===== src/rtl/bicubic_pkg.sv =====
// rtl/bicubic_pkg.sv - shared states and Q-format constants for the bicubic tap feeder
package bicubic_pkg;

  typedef enum logic [2:0] {
    IDLE,
    FETCH,
    ISSUE,
    WAIT,
    NEXT
  } state_e;

  localparam logic [7:0] ONE_Q08  = 8'hFF;
  localparam int         NUM_TAPS = 4;
  localparam int         POS_W    = 24;
  localparam int         FRAC_W   = 8;

endpackage


===== src/rtl/bicubic_tap_feeder_if.sv =====
// rtl/bicubic_tap_feeder_if.sv - tap-set handshake between the feeder and the bicubic kernel
interface bicubic_tap_feeder_if;

  logic        k_valid;
  logic        k_ready;
  logic [31:0] k_x;
  logic [31:0] k_p;
  logic        k_done;
  logic [7:0]  k_val;

  modport master (output k_valid, k_x, k_p, input k_ready, k_done, k_val);
  modport slave  (input k_valid, k_x, k_p, output k_ready, k_done, k_val);

endinterface


===== src/rtl/bicubic_pow_unit.sv =====
// rtl/bicubic_pow_unit.sv - Q0.8 x Q0.8 multiply with round-half-up, shared for x^2 and x^3
module bicubic_pow_unit (
  input  logic [7:0] a,
  input  logic [7:0] b,
  output logic [7:0] y
);

  // 255*255 + 128 still fits in 16 bits, so no carry is lost.
  assign y = 8'(({8'd0, a} * {8'd0, b} + 16'd128) >> 8);

endmodule


===== src/rtl/bicubic_tap_feeder.sv =====
// rtl/bicubic_tap_feeder.sv - walks output positions, fetches 4 taps, feeds the bicubic kernel
// Edge replication of out-of-range taps when BICUBIC_FEED_EDGE_CLAMP_EN is defined.
module bicubic_tap_feeder
  import bicubic_pkg::*;
#(
  parameter int SRC_W = 16,
  parameter int DST_W = 32,
  parameter int AW    = 16
) (
  input  logic                 clk,
  input  logic                 rst,
  input  logic                 start,
  input  logic [15:0]          step,
  output logic                 busy,
  output logic                 src_rd,
  output logic [AW-1:0]        src_addr,
  input  logic [7:0]           src_data,
  bicubic_tap_feeder_if.master kif,
  output logic                 out_valid,
  output logic [7:0]           out_data,
  output logic [7:0]           out_idx,
  output logic                 frame_done
);

  localparam logic signed [17:0] MAX_T    = 18'(SRC_W - 1);
  localparam logic [7:0]         LAST_IDX = 8'(DST_W - 1);

  state_e             state_q, state_d;
  logic [2:0]         cnt_q, cnt_d;
  logic [POS_W-1:0]   pos_q, pos_d;
  logic [15:0]        step_q, step_d;
  logic [7:0]         idx_q, idx_d;
  logic [7:0]         x2_q, x2_d, x3_q, x3_d;
  logic [7:0]         p_q [NUM_TAPS];
  logic [7:0]         p_d [NUM_TAPS];
  logic [31:0]        kx_q, kx_d;
  logic               out_valid_q, out_valid_d, frame_done_q, frame_done_d;
  logic [7:0]         out_data_q, out_data_d, out_idx_q, out_idx_d;

  logic [FRAC_W-1:0]  frac;
  logic [7:0]         pow_a, pow_y;
  logic signed [17:0] t_rd, t_addr;
  logic               fetching;
  logic [7:0]         cap_val;
  logic [1:0]         cap_slot;

  function automatic logic in_range(input logic signed [17:0] t);
    return (t >= 18'sd0) && (t <= MAX_T);
  endfunction

  assign frac  = pos_q[FRAC_W-1:0];
  assign pow_a = (cnt_q == 3'd0) ? frac : x2_q;

  bicubic_pow_unit u_pow (
    .a (pow_a),
    .b (frac),
    .y (pow_y)
  );

  assign fetching = (state_q == FETCH);
  assign t_rd     = $signed({2'b00, pos_q[POS_W-1:FRAC_W]}) + $signed({15'd0, cnt_q}) - 18'sd1;
  assign cap_slot = 2'(cnt_q - 3'd1);

`ifdef BICUBIC_FEED_EDGE_CLAMP_EN
  assign t_addr  = (t_rd < 18'sd0) ? 18'sd0 : ((t_rd > MAX_T) ? MAX_T : t_rd);
  assign src_rd  = fetching && (cnt_q < 3'd4);
  assign cap_val = src_data;
`else
  // The tap captured now was addressed one cycle earlier; a skipped read yields zero.
  logic cap_in;
  assign t_addr  = t_rd;
  assign cap_in  = in_range(t_rd - 18'sd1);
  assign src_rd  = fetching && (cnt_q < 3'd4) && in_range(t_rd);
  assign cap_val = cap_in ? src_data : 8'd0;
`endif

  assign src_addr = src_rd ? AW'($unsigned(t_addr)) : '0;

  always_comb begin
    state_d      = state_q;
    cnt_d        = cnt_q;
    pos_d        = pos_q;
    step_d       = step_q;
    idx_d        = idx_q;
    x2_d         = x2_q;
    x3_d         = x3_q;
    p_d          = p_q;
    kx_d         = kx_q;
    out_valid_d  = 1'b0;
    frame_done_d = 1'b0;
    out_data_d   = out_data_q;
    out_idx_d    = out_idx_q;
    case (state_q)
      IDLE: begin
        pos_d = '0;
        idx_d = '0;
        if (start) begin
          step_d  = step;
          cnt_d   = '0;
          state_d = FETCH;
        end
      end
      FETCH: begin
        if (cnt_q == 3'd0) x2_d = pow_y;
        if (cnt_q == 3'd1) x3_d = pow_y;
        if (cnt_q != 3'd0) p_d[cap_slot] = cap_val;
        if (cnt_q == 3'd4) begin
          kx_d    = {x3_q, x2_q, frac, ONE_Q08};
          state_d = ISSUE;
        end else begin
          cnt_d = cnt_q + 3'd1;
        end
      end
      ISSUE: begin
        if (kif.k_ready) state_d = WAIT;
      end
      WAIT: begin
        if (kif.k_done) begin
          out_data_d   = kif.k_val;
          out_idx_d    = idx_q;
          out_valid_d  = 1'b1;
          frame_done_d = (idx_q == LAST_IDX);
          state_d      = NEXT;
        end
      end
      NEXT: begin
        if (idx_q == LAST_IDX) begin
          pos_d   = '0;
          idx_d   = '0;
          state_d = IDLE;
        end else begin
          idx_d   = idx_q + 8'd1;
          pos_d   = pos_q + POS_W'(step_q);
          cnt_d   = '0;
          state_d = FETCH;
        end
      end
      default: state_d = IDLE;
    endcase
  end

  always_ff @(posedge clk or negedge rst) begin
    if (!rst) begin
      state_q      <= IDLE;
      cnt_q        <= '0;
      pos_q        <= '0;
      step_q       <= '0;
      idx_q        <= '0;
      x2_q         <= '0;
      x3_q         <= '0;
      kx_q         <= '0;
      out_valid_q  <= 1'b0;
      frame_done_q <= 1'b0;
      out_data_q   <= '0;
      out_idx_q    <= '0;
      for (int i = 0; i < NUM_TAPS; i++) p_q[i] <= '0;
    end else begin
      state_q      <= state_d;
      cnt_q        <= cnt_d;
      pos_q        <= pos_d;
      step_q       <= step_d;
      idx_q        <= idx_d;
      x2_q         <= x2_d;
      x3_q         <= x3_d;
      kx_q         <= kx_d;
      out_valid_q  <= out_valid_d;
      frame_done_q <= frame_done_d;
      out_data_q   <= out_data_d;
      out_idx_q    <= out_idx_d;
      p_q          <= p_d;
    end
  end

  assign busy        = (state_q != IDLE);
  assign kif.k_valid = (state_q == ISSUE);
  assign kif.k_x     = kx_q;
  assign kif.k_p     = {p_q[0], p_q[1], p_q[2], p_q[3]};
  assign out_valid   = out_valid_q;
  assign out_data    = out_data_q;
  assign out_idx     = out_idx_q;
  assign frame_done  = frame_done_q;

endmodule


===== src/flat_wrapper.sv =====
// flat-port wrapper written by rule: the top's interface ports become plain ports
module bicubic_tap_feeder_flat import bicubic_pkg::*;
#(
  parameter int SRC_W = 16,
  parameter int DST_W = 32,
  parameter int AW    = 16
)
  (clk, rst, start, step, busy, src_rd, src_addr, src_data, out_valid, out_data, out_idx, frame_done, kif_k_valid, kif_k_x, kif_k_p, kif_k_ready, kif_k_done, kif_k_val);
  bicubic_tap_feeder_if kif_i ();
  input  logic clk;
  input  logic rst;
  input  logic start;
  input  logic [15:0] step;
  output logic busy;
  output logic src_rd;
  output logic [AW-1:0] src_addr;
  input  logic [7:0] src_data;
  output logic out_valid;
  output logic [7:0] out_data;
  output logic [7:0] out_idx;
  output logic frame_done;
  output wire logic [$bits(kif_i.k_valid)-1:0] kif_k_valid;
  output wire logic [$bits(kif_i.k_x)-1:0] kif_k_x;
  output wire logic [$bits(kif_i.k_p)-1:0] kif_k_p;
  input wire logic [$bits(kif_i.k_ready)-1:0] kif_k_ready;
  input wire logic [$bits(kif_i.k_done)-1:0] kif_k_done;
  input wire logic [$bits(kif_i.k_val)-1:0] kif_k_val;
  assign kif_k_valid = kif_i.k_valid;
  assign kif_k_x = kif_i.k_x;
  assign kif_k_p = kif_i.k_p;
  assign kif_i.k_ready = kif_k_ready;
  assign kif_i.k_done = kif_k_done;
  assign kif_i.k_val = kif_k_val;
  bicubic_tap_feeder #(.SRC_W(SRC_W), .DST_W(DST_W), .AW(AW)) u_core (.clk(clk), .rst(rst), .start(start), .step(step), .busy(busy), .src_rd(src_rd), .src_addr(src_addr), .src_data(src_data), .kif(kif_i), .out_valid(out_valid), .out_data(out_data), .out_idx(out_idx), .frame_done(frame_done));
endmodule

===== config.mk =====
export PLATFORM = sky130hd
export DESIGN_NAME = bicubic_tap_feeder_flat
export DESIGN_NICKNAME = d
export VERILOG_FILES = /design/src/rtl/bicubic_pkg.sv /design/src/rtl/bicubic_tap_feeder_if.sv /design/src/rtl/bicubic_pow_unit.sv /design/src/rtl/bicubic_tap_feeder.sv /design/src/flat_wrapper.sv
export SDC_FILE = /design/constraint.sdc
export NUM_CORES = 1
export LEC_CHECK = 0
export ABC_AREA = 1
export BUFFER_PORTS_ARGS = -buffer_cell sky130_fd_sc_hd__buf_4
export CAP_MARGIN = 5
export CORE_MARGIN = 4
export CORE_UTILIZATION = 53
export CTS_CLUSTER_SIZE = 20
export DETAILED_ROUTE_END_ITERATION = 7
export PLACE_DENSITY = 0.77
export RECOVER_POWER = 50
export SKIP_CTS_REPAIR_TIMING = 1
export SLEW_MARGIN = 20
export SYNTH_ARGS = -nofsm -noshare
export SYNTH_HDL_FRONTEND = slang
export SYNTH_SLANG_ARGS = --single-unit

===== constraint.sdc =====
create_clock -name clk -period 5.1 [get_ports clk]
set_input_delay 0.255 -clock clk [delete_from_list [all_inputs] [get_ports clk]]
set_output_delay 0.255 -clock clk [all_outputs]
set_load 0.005 [all_outputs]

# Yosys cells after proc, flatten, opt, wreduce, memory -nomap -nowiden
# Index checks and enable logic that the tools add are counted.
[word_totals]
register_bits = 152
input_bits = 37
[classes]
n_addsub = 8
multipliers = 1
order_cmp = 7
eq_ne = 13
muxes = 24
bitwise = 1
n_reduce_logical = 19
[ops]
columns = ["operator", "count"]
rows = [
  ["$pmux W24 S2", 1],
  ["$ge A18 B1 Y1 const B", 2],
  ["$le A18 B5 Y1 const B", 2],
  ["$sub A18 B2 Y18 const B", 2],
  ["$bwmux W32", 1],
  ["$mux W8", 4],
  ["$add A24 B16 Y24", 1],
  ["$mux W24", 1],
  ["$mux W3", 7],
  ["$add A16 B3 Y17", 1],
  ["$add A16 B8 Y16 const B", 1],
  ["$demux W8 S2", 1],
  ["$mul A8 B8 Y16", 1],
  ["$mux W16", 1],
  ["$pmux W8 S2", 1],
  ["$pmux W3 S5", 1],
  ["$reduce_and A2 Y1", 6],
  ["$ne A2 B2 Y1 const B", 5],
  ["$pmux W3 S3", 1],
  ["$reduce_bool A3 Y1", 3],
  ["$add A8 B1 Y8 const B", 1],
  ["$eq A8 B5 Y1 const B", 1],
  ["$reduce_and A4 Y1", 2],
  ["$eq A3 B1 Y1 const B", 2],
  ["13 further kinds", 24],
]

# Longest topological paths before layout
# Gate-level depths: netlist of the first run.
[logic_depth]
word_depth = 7
ltp_mapped = 28
depth_no_buf = 28

# Modules after synthesis
# A second synthesis of the first run with hierarchy kept.
[hier_totals]
cells_unflattened = 1340
hier_area_um2 = 10282.4
[by_module_without_submodules]
columns = ["module", "instances", "cells_each", "area_each_um2"]
rows = [
  ["bicubic_tap_feeder", 1, 1029, 8147.8],
  ["bicubic_pow_unit", 1, 311, 2134.5],
]

# Worst setup path after synthesis of the first run
# Ideal clock, no wire load.
[synth_path]
path_kind = "register -> register"
from = "register u_core.cnt_q[1]"
to = "register u_core.x2_q[6]"
arrival_ns = 4.896
slack_ns = 0.086
path_stages_with_launch = 23
n_path_buf = 1
cell_sequence = "dfrtp_1 inv_1 ha_1 nand2_1 clkbuf_1 o21ai_0 inv_1 nand2_1 fa_1 fa_1 inv_1 fa_1 fa_1 ha_1 a21oi_1 o21ai_0 a21o_1 a21o_1 nand3_1 o21ai_0 or2_2 nand3_1 nand2_1"
[synth_between]
elab_chain_cells = 4
[synth_lines]
columns = ["item", "line", "source"]
rows = [
  ["from (decl)", "bicubic_tap_feeder.sv:29", "logic [2:0] cnt_q, cnt_d;"],
  ["from (signal assigned)", "bicubic_tap_feeder.sv:159", "cnt_q <= cnt_d;"],
  ["$logic_not A3 Y1 *", "bicubic_tap_feeder.sv:52, bicubic_tap_feeder.sv:104", ""],
  ["$mux W8", "bicubic_tap_feeder.sv:52", "assign pow_a = (cnt_q == 3'd0) ? frac : x2_q;"],
  ["$mul A8 B8 Y16", "bicubic_pow_unit.sv:9", "assign y = 8'(({8'd0, a} * {8'd0, b} + 16'd128) >> 8);"],
  ["$add A16 B8 Y16", "bicubic_pow_unit.sv:9", ""],
  ["to (signal assigned)", "bicubic_tap_feeder.sv:149", "x2_q <= '0;"],
  ["to (signal assigned)", "bicubic_tap_feeder.sv:163", "x2_q <= x2_d;"],
  ["to (decl)", "bicubic_tap_feeder.sv:33", "logic [7:0] x2_q, x2_d, x3_q, x3_d;"],
]
# Mark *: on every way between the ends. The rest lies on a longest branch, timed or not.
# A chain may end at the register's enable or synchronous reset.

# Worst setup path in the final report of the first run
[layout_path]
from = "register u_core.cnt_q[1]"
to = "register u_core.x3_q[5]"
[layout_between]
elab_chain_cells = 4
[layout_lines]
columns = ["item", "line", "source"]
rows = [
  ["$logic_not A3 Y1", "bicubic_tap_feeder.sv:52", ""],
  ["$mux W8", "bicubic_tap_feeder.sv:52", ""],
  ["$mul A8 B8 Y16", "bicubic_pow_unit.sv:9", ""],
  ["$add A16 B8 Y16", "bicubic_pow_unit.sv:9", ""],
  ["to (signal assigned)", "bicubic_tap_feeder.sv:150", "x3_q <= '0;"],
  ["to (signal assigned)", "bicubic_tap_feeder.sv:164", "x3_q <= x3_d;"],
  ["to (decl)", "bicubic_tap_feeder.sv:33", ""],
]
# Parallel ways exist; a longest one is shown, timed or not.

==> flow_metrics.tcl, run 1 <==
set metrics [dict create \
    nNetsFinal 1540 \
    crit_slowest_cell "fa_1" \
    totalWireLength_um 24460 \
    antenna_cells 0 \
    final_util_pct 64.57 \
    slowest_delay_ns 0.54 \
    post-synth-top-count-cell "nand2_1" \
    drt_iter0_markers 565 \
    grt_pass1_wl_um 40740 \
    crit_family "adder cells" \
    cts.sinks 145 \
    ys.warnings.count 0 \
    maxSlewHeadroom_pct -63.55 \
    core-area_um2 18770 \
    num_rows 50 \
    gr-usage-all-layers_pct 23.00 \
    period_needed_ns 5.014 \
    initial_core_util_pct 53.96 \
    layoutNonFillerInstCount 1648 \
    cts.reportedPaths.clkPinSlew_ns 0.06 \
    critPathLaunchType "flip-flop" \
    worstPathMaxFanout 10 \
    fin_crit_sh_pct 98.31 \
    synth_edf_count 0 \
    yosysTopAreaCell "dfrtp_1" \
    clock_skew_ns 0.01021 \
    synth_ff_type "dfrtp_1" \
    worst-path-buf-inv 6 \
    dpl.hpwl_um 18540 \
    setup-violations-final 0 \
    tritoncts "built" \
    holdWs_ns 0.03201 \
    worst_path_most_repeated_cell "fa_1" \
    p_leak_nw 6.085 \
    die_y_um 146.2 \
    netlist_top_cells_count "nand2_1, inv_1, dfrtp_1" \
    gp_congestion 0.9244 \
    irDropWorstVdd_v 0.0003661 \
    worstPathArrival_ns 5.32 \
    grt_max_degree 99 \
    drv_slew 148 \
    status "finished, violations left" \
    required_ns 5.40 \
    die_area_um2 21380 \
    min_path_type "in2reg" \
    violations "max-capacitance violations, max-slew violations" \
    yosysTopAreaCellShare_pct 35.83 \
    synthTopCellsByArea "dfrtp_1, nand2_1, ha_1" \
    port_buffers 125 \
    hold_violations 0 \
    grt_antenna_before_repair 0 \
    synth_seq_cells 145 \
    pwr_density_cell_nw_per_um2 644.8 \
    die_w_um 146.2 \
    max_freq_ghz 0.1994 \
    synthCells 1246 \
    max_cap_viol_count 2 \
    syn_to_final_growth_pct 19.67 \
    pin_count 138 \
    tightest_slew_ns 2.453 \
    grt_pass1_vias 8372 \
    total_power_mw 7.814 \
    clock-root-buffer "clkbuf_16" \
    drive_gt1_share_pct 23.06 \
    cts_buffer_depth 2 \
    synth.avg_cell_area_um2 8.128 \
    final_area_um2 12120 \
    ys_types 48 \
    vias 8711 \
    vias_per_cell 5.286 \
    drtAntennaViolNets 0 \
    gr-total-overflow 0 \
    wire_per_inst_um 14.84 \
    dp_cells 1609 \
    syn_area_um2 10130 \
    synth_seq_area_share_pct 35.83 \
    synth-async-reset-ratio_pct 100.0 \
    cts-htree-levels 4 \
    post-route-drc-count 0 \
    numCtsBuffers 17 \
    critPathCaptureType "flip-flop" \
    dpl-instance-area_um2 11420 \
    first_pass_iters 5 \
    critPathKind "reg2reg" \
    clk_latency_ns 0.42 \
]
-- worst reg2reg max path, delay by kind of cell (launching register included) --
family / cells / cell delay, ns
flops: 1 / 0.35
simple gates: 8 / 0.71
fa+ha+maj: 6 / 2.28
buf+inv: 6 / 0.65
compound gates: 5 / 0.91
-- flip-flops by register name, summed over array words and instances (netlist names) --
| register | flops |
|---|---|
| u_core.state_q | 3 |
| u_core.out_idx | 8 |
| u_core.pos_q | 24 |
| u_core.out_valid | 1 |
| u_core.cnt_q | 3 |
| u_core.idx_q | 8 |
| u_core.out_data | 8 |
| u_core.x2_q | 8 |
| u_core.kif.k_x | 25 |
| u_core.frame_done | 1 |
| u_core.kif.k_p | 32 |
| u_core.step_q | 16 |
| u_core.x3_q | 8 |
-- metal layers --
| metal | share of wire [%] | vias up | GRT usage (%) |
|---|---|---|---|
| met3 | 7.5 | 37 | 5.680 |
| met4 | 1.7 | 0 | 5.786 |
| li1 | - | 4308 | - |
| met2 | 45 | 284 | 36.05 |
| met5 | 0 | - | 0 |
| met1 | 46 | 4082 | 32.33 |
-- logic make-up after synthesis --
logic type,after synthesis,share of synthesized area [%]
fa+ha+maj,101,15.22
compound gates,171,10.43
xor+xnor,17,1.470
other cells,1,0.03703
buf+inv,205,8.352
simple gates,590,26.88
flops,145,35.83
mux,16,1.779
-- final timing paths --
check / start / to / slack, ns / cells after the start
worst max register to register: u_core.cnt_q[1] / u_core.x3_q[5] / 0.09 / 25
worst min register to register: u_core.kif.k_x[26] / u_core.kif.k_x[26] / 0.47 / 2
worst max-delay path: u_core.cnt_q[1] / u_core.x3_q[5] / 0.09 / 25
max in group asynchronous: rst / u_core.kif.k_x[14] / 1.25 / 2
worst min-delay path: kif_k_val[0] / u_core.out_data[0] / 0.03 / 3
min in group asynchronous: rst / u_core.kif.k_x[29] / 0.60 / 1
-- where the power goes --
part	leakage (nW)	switching [mW]	internal, mW	total, mW
combinational	3.94	2.93	1.82	4.75
clock	0.279	0.485	0.746	1.23
sequential	1.86	0.312	1.52	1.84
total	6.09	3.72	4.09	7.81
-- stage by stage --
| stage | worst slack (ns) | TNS (ns) |
|---|---|---|
| 2_1_floorplan | 0.08647 | 0 |
| 3_3_place_gp | 0.07828 | 0 |
| 3_5_place_dp | -0.09020 | -0.4734 |
| 4_1_cts | -0.1954 | -0.9403 |
| 5_1_grt | -0.1196 | -0.5934 |
| 6_report | 0.08609 | 0 |
-- layout make-up --
type | count | area, um^2
Fill cell | 1559 | 6649
Clock buffer | 20 | 456.7
Sequential cell | 145 | 3628
Tap cell | 234 | 292.8
Multi-Input combinational cell | 907 | 5788
Inverter | 166 | 626.9
Clock inverter | 11 | 127.6
Timing Repair Buffer | 165 | 1199
-- layout by cell type, fill, tap and decap left out, types with 6 or more instances in the layout --
cell,netlist,layout
nand2_1,305,300
dfrtp_1,145,145
inv_1,151,144
nor2_1,132,131
buf_4,20,89
clkbuf_4,0,65
ha_1,64,61
nand3_1,60,57
o21ai_0,58,52
a21oi_1,45,40
a21oi_2,32,37
fa_1,37,37
nand2_2,20,25
clkbuf_16,0,17
mux2_2,16,16
inv_2,9,15
nand4_1,15,15
nor3_1,13,13
conb_1,1,12
clkbuf_1,19,11
nand3_4,10,10
o22ai_1,10,10
nor2_2,8,9
xor2_1,10,9
o21ai_1,2,8
nor2_4,8,8
o32ai_1,7,7
xnor2_1,7,7
nand3_2,3,6
Note: power is estimated with default switching activity, not from simulation.
==> inputs of run 2 (changes only) <==
Settings changed: BUFFER_PORTS_ARGS -buffer_cell sky130_fd_sc_hd__buf_4 to -buffer_cell sky130_fd_sc_hd__buf_2, CORE_ASPECT_RATIO set to 1.25.
==> run 2 against run 1 <==
  * The run still ends with max-capacitance violations, max-slew violations left
  * First-iteration DRC count rose by 3.2%
  * Global-route usage fell by 0.56 points
  * Cell count barely moved
  * Count of clock-buffer cells in the layout fell by 3
  * Die area barely moved
  * Total power fell by 2.2%
==> flow_metrics.tcl, run 2 (synthesized netlist as in run 1, its figures left out) <==
set metrics [dict create \
    max_freq_ghz 0.2027 \
    final_util_pct 62.79 \
    worst_path_most_repeated_cell "fa_1" \
    crit_family "adder cells" \
    largest_register_ffs 32 \
    critPathCaptureType "flip-flop" \
    pwr_density_cell_nw_per_um2 648.4 \
    gr-usage-all-layers_pct 22.43 \
    dp_cells 1604 \
    fin_ws_ns 0.1667 \
    cts.reportedPaths.clkPinSlew_ns 0.07 \
    p_leak_nw 5.944 \
    die_area_um2 21400 \
    port_buffers 125 \
    core-area_um2 18780 \
    irDropWorstVdd_v 0.0004517 \
    maxSlewHeadroom_pct -56.41 \
    pin_count 138 \
    r2r_start "u_core.cnt_q[1]" \
    final_common_cell "nand2_1" \
    post-route-drc-count 0 \
    vias_per_cell 5.244 \
    grt_max_degree 95 \
    vias 8647 \
    multi_input_area_um2 5787 \
    clock_skew_ns 0.01023 \
    crit_slowest_cell "fa_1" \
    hold_depth 3 \
    grt_pass1_vias 8464 \
    worst-path-buf-inv 8 \
    violations "max-capacitance violations, max-slew violations" \
    tritoncts "built" \
    setup-violations-final 0 \
    cp-startpoint "u_core.cnt_q[1]" \
    numCtsBuffers 17 \
    gr-total-overflow 0 \
    grt_pass1_wl_um 39920 \
    critPathLaunchType "flip-flop" \
    min_path_type "in2reg" \
    gp_congestion 0.9086 \
    drive_gt1_share_pct 21.45 \
    cts_buffer_depth 2 \
    r2r_slack_ns 0.17 \
    fillCellCount 1593 \
    worstPathMaxFanout 4 \
    syn_to_final_growth_pct 16.42 \
    hold_violations 0 \
    tightest_slew_ns 2.346 \
    drtAntennaViolNets 0 \
    clock-root-buffer "clkbuf_16" \
    critPathKind "reg2reg" \
    period_needed_ns 4.933 \
    register_area_um2 3628 \
    slowest_delay_ns 0.53 \
    num_rows 56 \
    grt_antenna_before_repair 0 \
    reg2reg_to "u_core.x3_q[3]" \
    status "finished, violations left" \
    cp.depth 24 \
    die_y_um 162.6 \
    antenna_cells 0 \
    cts.sinks 145 \
    layoutNonFillerInstCount 1649 \
    critPathCapture "u_core.x3_q[3]" \
    die_w_um 131.6 \
    worstRegToRegCells 24 \
    dpl.hpwl_um 18030 \
    initial_core_util_pct 53.93 \
    path_cells "inv_2 -> ha_4 -> nand2_2 -> inv_2 -> buf_4 -> nor2_2 -> nor2_2 -> a21oi_2 -> inv_2 -> nand2_1 -> fa_1 -> inv_1 -> fa_1 -> inv_1 -> fa_1 -> inv_1 -> fa_1 -> ha_1 -> a21o_1 -> a21o_1 -> a21oi_2 -> buf_4 -> xor2_1 -> o21ai_0" \
    max_cap_viol_count 1 \
    drv_slew 95 \
    required_ns 5.40 \
    dp_slack_ns -0.05618 \
    worstPathArrival_ns 5.23 \
    totalWireLength_um 23770 \
    fin_crit_sh_pct 96.73 \
    final_cell_mix "nand2_1, dfrtp_1, inv_1" \
    wire_per_inst_um 14.41 \
    nNetsFinal 1542 \
    cts-htree-levels 4 \
    first_pass_iters 5 \
    clk_latency_ns 0.43 \
    drt_iter0_markers 583 \
]
==> run 2: metal layers <==
layer	vias to the layer above	wire length, um	GRT usage, %
li1	4307	-	-
met2	259	11360	38.41
met4	0	341	6.208
met5	-	0	0
met1	4049	10710	29.31
met3	32	1355	4.357
==> run 2: how the worst min path moves through the flow <==
stage	startpoint	to	slack [ns]
final	kif_k_val[2]	u_core.out_data[2]	0.02
after global routing	kif_k_val[7]	u_core.out_data[7]	0.02
after CTS	rst	u_core.idx_q[4]	-0.05
after detailed placement	rst	u_core.pos_q[22]	0.41
after global placement	rst	u_core.pos_q[20]	0.40
after floorplan	rst	u_core.cnt_q[0]	-0.04
==> run 2: where the power goes <==
| part | leakage [nW] | internal (mW) | switching [mW] |
|---|---|---|---|
| logic | 3.81 | 1.69 | 2.90 |
| registers | 1.86 | 1.52 | 0.302 |
| clock network | 0.274 | 0.685 | 0.548 |
| total | 5.94 | 3.90 | 3.75 |
==> run 2: area by class of cell <==
class	count	area share, %
clock buffer	17	3.608
clock inverter	15	1.220
inverter	166	5.296
multi-input combinational	907	49.08
sequential	145	30.78
tap	232	2.462
timing repair buffer	167	7.556
==> run 2: stage by stage <==
stage	setup TNS, ns	hold slack, ns	power (mW)	area (um^2)
finish	0	0.01854	7.644	11790
detailed placement	-0.1900	0.4103	6.297	11090
CTS	-0.4053	-0.04800	7.558	11660
global route	-0.1607	0.02143	8.337	11790
global placement	0	0.4030	6.164	11090
floorplan	0	-0.04059	5.183	10170
==> run 2: worst min-delay path, cell delays in order <==
cell     delay (ns)
buf_2          0.07
nand2_1        0.04
nand2_1        0.04
==> inputs of run 3 (changes only) <==
Settings changed: SYNTH_HIERARCHICAL set to 1.
==> run 3 against run 2 <==
  * The flow still finishes with violations (max-capacitance violations, max-slew violations)
  * Synthesized cell count grew 7.5%
  * Sequential power shrank 5%
  * Cell count grew 3.7%
  * Fmax grew 0.95%
  * Die area grew 1.4%
  * Critical endpoint is now u_core/x2_q[3]
==> flow_metrics.tcl, run 3 <==
set metrics [dict create \
    status "finished, violations left" \
    violations "max-capacitance violations, max-slew violations" \
    drt_iter0_markers 617 \
    totalWireLength_um 26280 \
    clk_latency_ns 0.43 \
    final_common_cell "nand2_1" \
    worstPathMaxFanout 12 \
    fin_crit_sh_pct 95.82 \
    synth-async-reset-ratio_pct 100.0 \
    num_rows 56 \
    cts_buffer_depth 2 \
    port_buffers 125 \
    max_freq_ghz 0.2046 \
    cts-htree-levels 4 \
    final_cell_mix "nand2_1, inv_1, dfrtp_1" \
    final_area_um2 11730 \
    reg2reg_to "u_core/x2_q[3]" \
    ys.warnings.count 6 \
    numCtsBuffers 17 \
    wire_per_inst_um 15.37 \
    initial_core_util_pct 54.35 \
    synthTopCellsByArea "dfrtp_1, nand2_1, ha_1" \
    synth_seq_area_share_pct 35.29 \
    nNetsFinal 1624 \
    gr-total-overflow 0 \
    tightest_slew_ns 2.303 \
    setup-violations-final 0 \
    critPathCapture "u_core/x2_q[3]" \
    die_area_um2 21710 \
    dpl.hpwl_um 20190 \
    core-area_um2 18920 \
    die_w_um 132.6 \
    critPathCaptureType "flip-flop" \
    r2r_slack_ns 0.21 \
    irDropWorstVdd_v 0.0003156 \
    cp-startpoint "u_core/cnt_q[1]" \
    vias_per_cell 5.280 \
    worstPathArrival_ns 5.21 \
    syn_area_um2 10280 \
    tritoncts "built" \
    fillCellCount 1670 \
    post-synth-top-count-cell "nand2_1" \
    synth_edf_count 0 \
    drv_slew 127 \
    gr-usage-all-layers_pct 24.76 \
    pwr_density_cell_nw_per_um2 585.1 \
    drtAntennaViolNets 0 \
    vias 9029 \
    final_util_pct 61.99 \
    cts.reportedPaths.clkPinSlew_ns 0.07 \
    dpl-instance-area_um2 11110 \
    post-route-drc-count 0 \
    register_area_um2 3628 \
    min_path_type "in2reg" \
    worstRegToRegCells 23 \
    clock-root-buffer "clkbuf_16" \
    synth_ff_type "dfrtp_1" \
    grt_antenna_before_repair 0 \
    critPathLaunchType "flip-flop" \
    critPathKind "reg2reg" \
    die_y_um 163.7 \
    grt_pass1_vias 8915 \
    syn_to_final_growth_pct 14.05 \
    dp_slack_ns 0.006894 \
    grt_pass1_wl_um 43570 \
    gp_congestion 0.9483 \
    hold_violations 0 \
    pin_count 138 \
    rsz0062_at_grt "true" \
    drive_gt1_share_pct 12.92 \
    ys_types 45 \
    yosysTopAreaCellShare_pct 35.29 \
    grt_max_degree 93 \
    netlist_top_cells_count "nand2_1, inv_1, dfrtp_1" \
    required_ns 5.43 \
    synthCells 1340 \
    cts.sinks 145 \
    first_pass_iters 5 \
    max_cap_viol_count 2 \
    synth.avg_cell_area_um2 7.673 \
    clock_skew_ns 0.01454 \
    r2r_start "u_core/cnt_q[1]" \
    period_needed_ns 4.887 \
    hold_depth 3 \
    synth_seq_cells 145 \
    p_leak_nw 6.700 \
    antenna_cells 0 \
    yosysTopAreaCell "dfrtp_1" \
    maxSlewHeadroom_pct -53.55 \
    largest_register_ffs 32 \
    multi_input_area_um2 5627 \
    fin_ws_ns 0.2130 \
]
-- run 3: report_power, final --
group | leakage [nW] | internal [mW] | total (mW) | switching, mW
clock network | 0.308 | 0.756 | 1.34 | 0.579
logic | 4.46 | 1.28 | 3.79 | 2.51
registers | 1.93 | 1.47 | 1.74 | 0.269
total | 6.70 | 3.51 | 6.86 | 3.35
-- run 3: kinds of logic (layout without fill, tap and decap cells) --
group,count (synthesis),after routing,share of synthesized area (%)
DFF,145,145,35.29
xor gates and xnor gates,13,13,1.107
buffers and inverters,268,395,10.71
other,1,12,0.03647
AOI/OAI and AO/OA,179,179,9.467
adders and majority gates,122,122,17.55
muxes,16,16,1.752
and+or+nand+nor,596,596,24.09
-- run 3: worst min path at each step --
stage                       startpoint            endpoint  slack (ns)
after floorplan                    rst     u_core/cnt_q[0]       -0.04
after global placement             rst  u_core/kif.k_x[29]        0.38
after detailed placement           rst  u_core/kif.k_x[29]        0.39
after CTS                          rst  u_core/kif.k_x[29]       -0.08
after global routing      kif_k_val[3]  u_core/out_data[3]        0.03
final                     kif_k_val[0]  u_core/out_data[0]        0.04
-- run 3: cell type report --
type	instances	area share, %
inverter	218	6.977
sequential	145	30.94
clock inverter	15	1.814
clock buffer	17	3.627
tap	232	2.475
timing repair buffer	145	6.188
multi-input combinational	938	47.98
-- run 3: layer usage --
layer  track usage (%)  routed length, um
met1             30.64              10810
met2             44.15              13450
met3             3.676               1289
met4             9.074                734
met5                 0                  0
-- run 3: critical path, stage by stage (launching register included) --
cell,delay (ns)
dfrtp_1,0.42
inv_1,0.09
ha_2,0.21
nand2_4,0.10
buf_4,0.18
nand2_1,0.05
o21ai_0,0.07
buf_4,0.16
nand2_1,0.06
inv_1,0.06
fa_1,0.55
fa_1,0.45
fa_1,0.54
inv_1,0.06
fa_1,0.53
inv_1,0.05
ha_1,0.33
nand2_1,0.10
o21ai_1,0.19
inv_1,0.06
nand2_1,0.11
xor2_2,0.15
inv_1,0.07
o21ai_0,0.19
-- run 3: per-stage QoR --
step | TNS [ns] | std cells | power [mW] | hold slack (ns)
finish | 0 | 1710 | 6.862 | 0.03713
global route | -0.01866 | 1710 | 7.444 | 0.02859
CTS | -0.1828 | 1709 | 6.864 | -0.08310
detailed placement | 0 | 1677 | 5.489 | 0.3908
global placement | 0 | 1677 | 5.388 | 0.3779
floorplan | 0 | 1351 | 4.403 | -0.04059
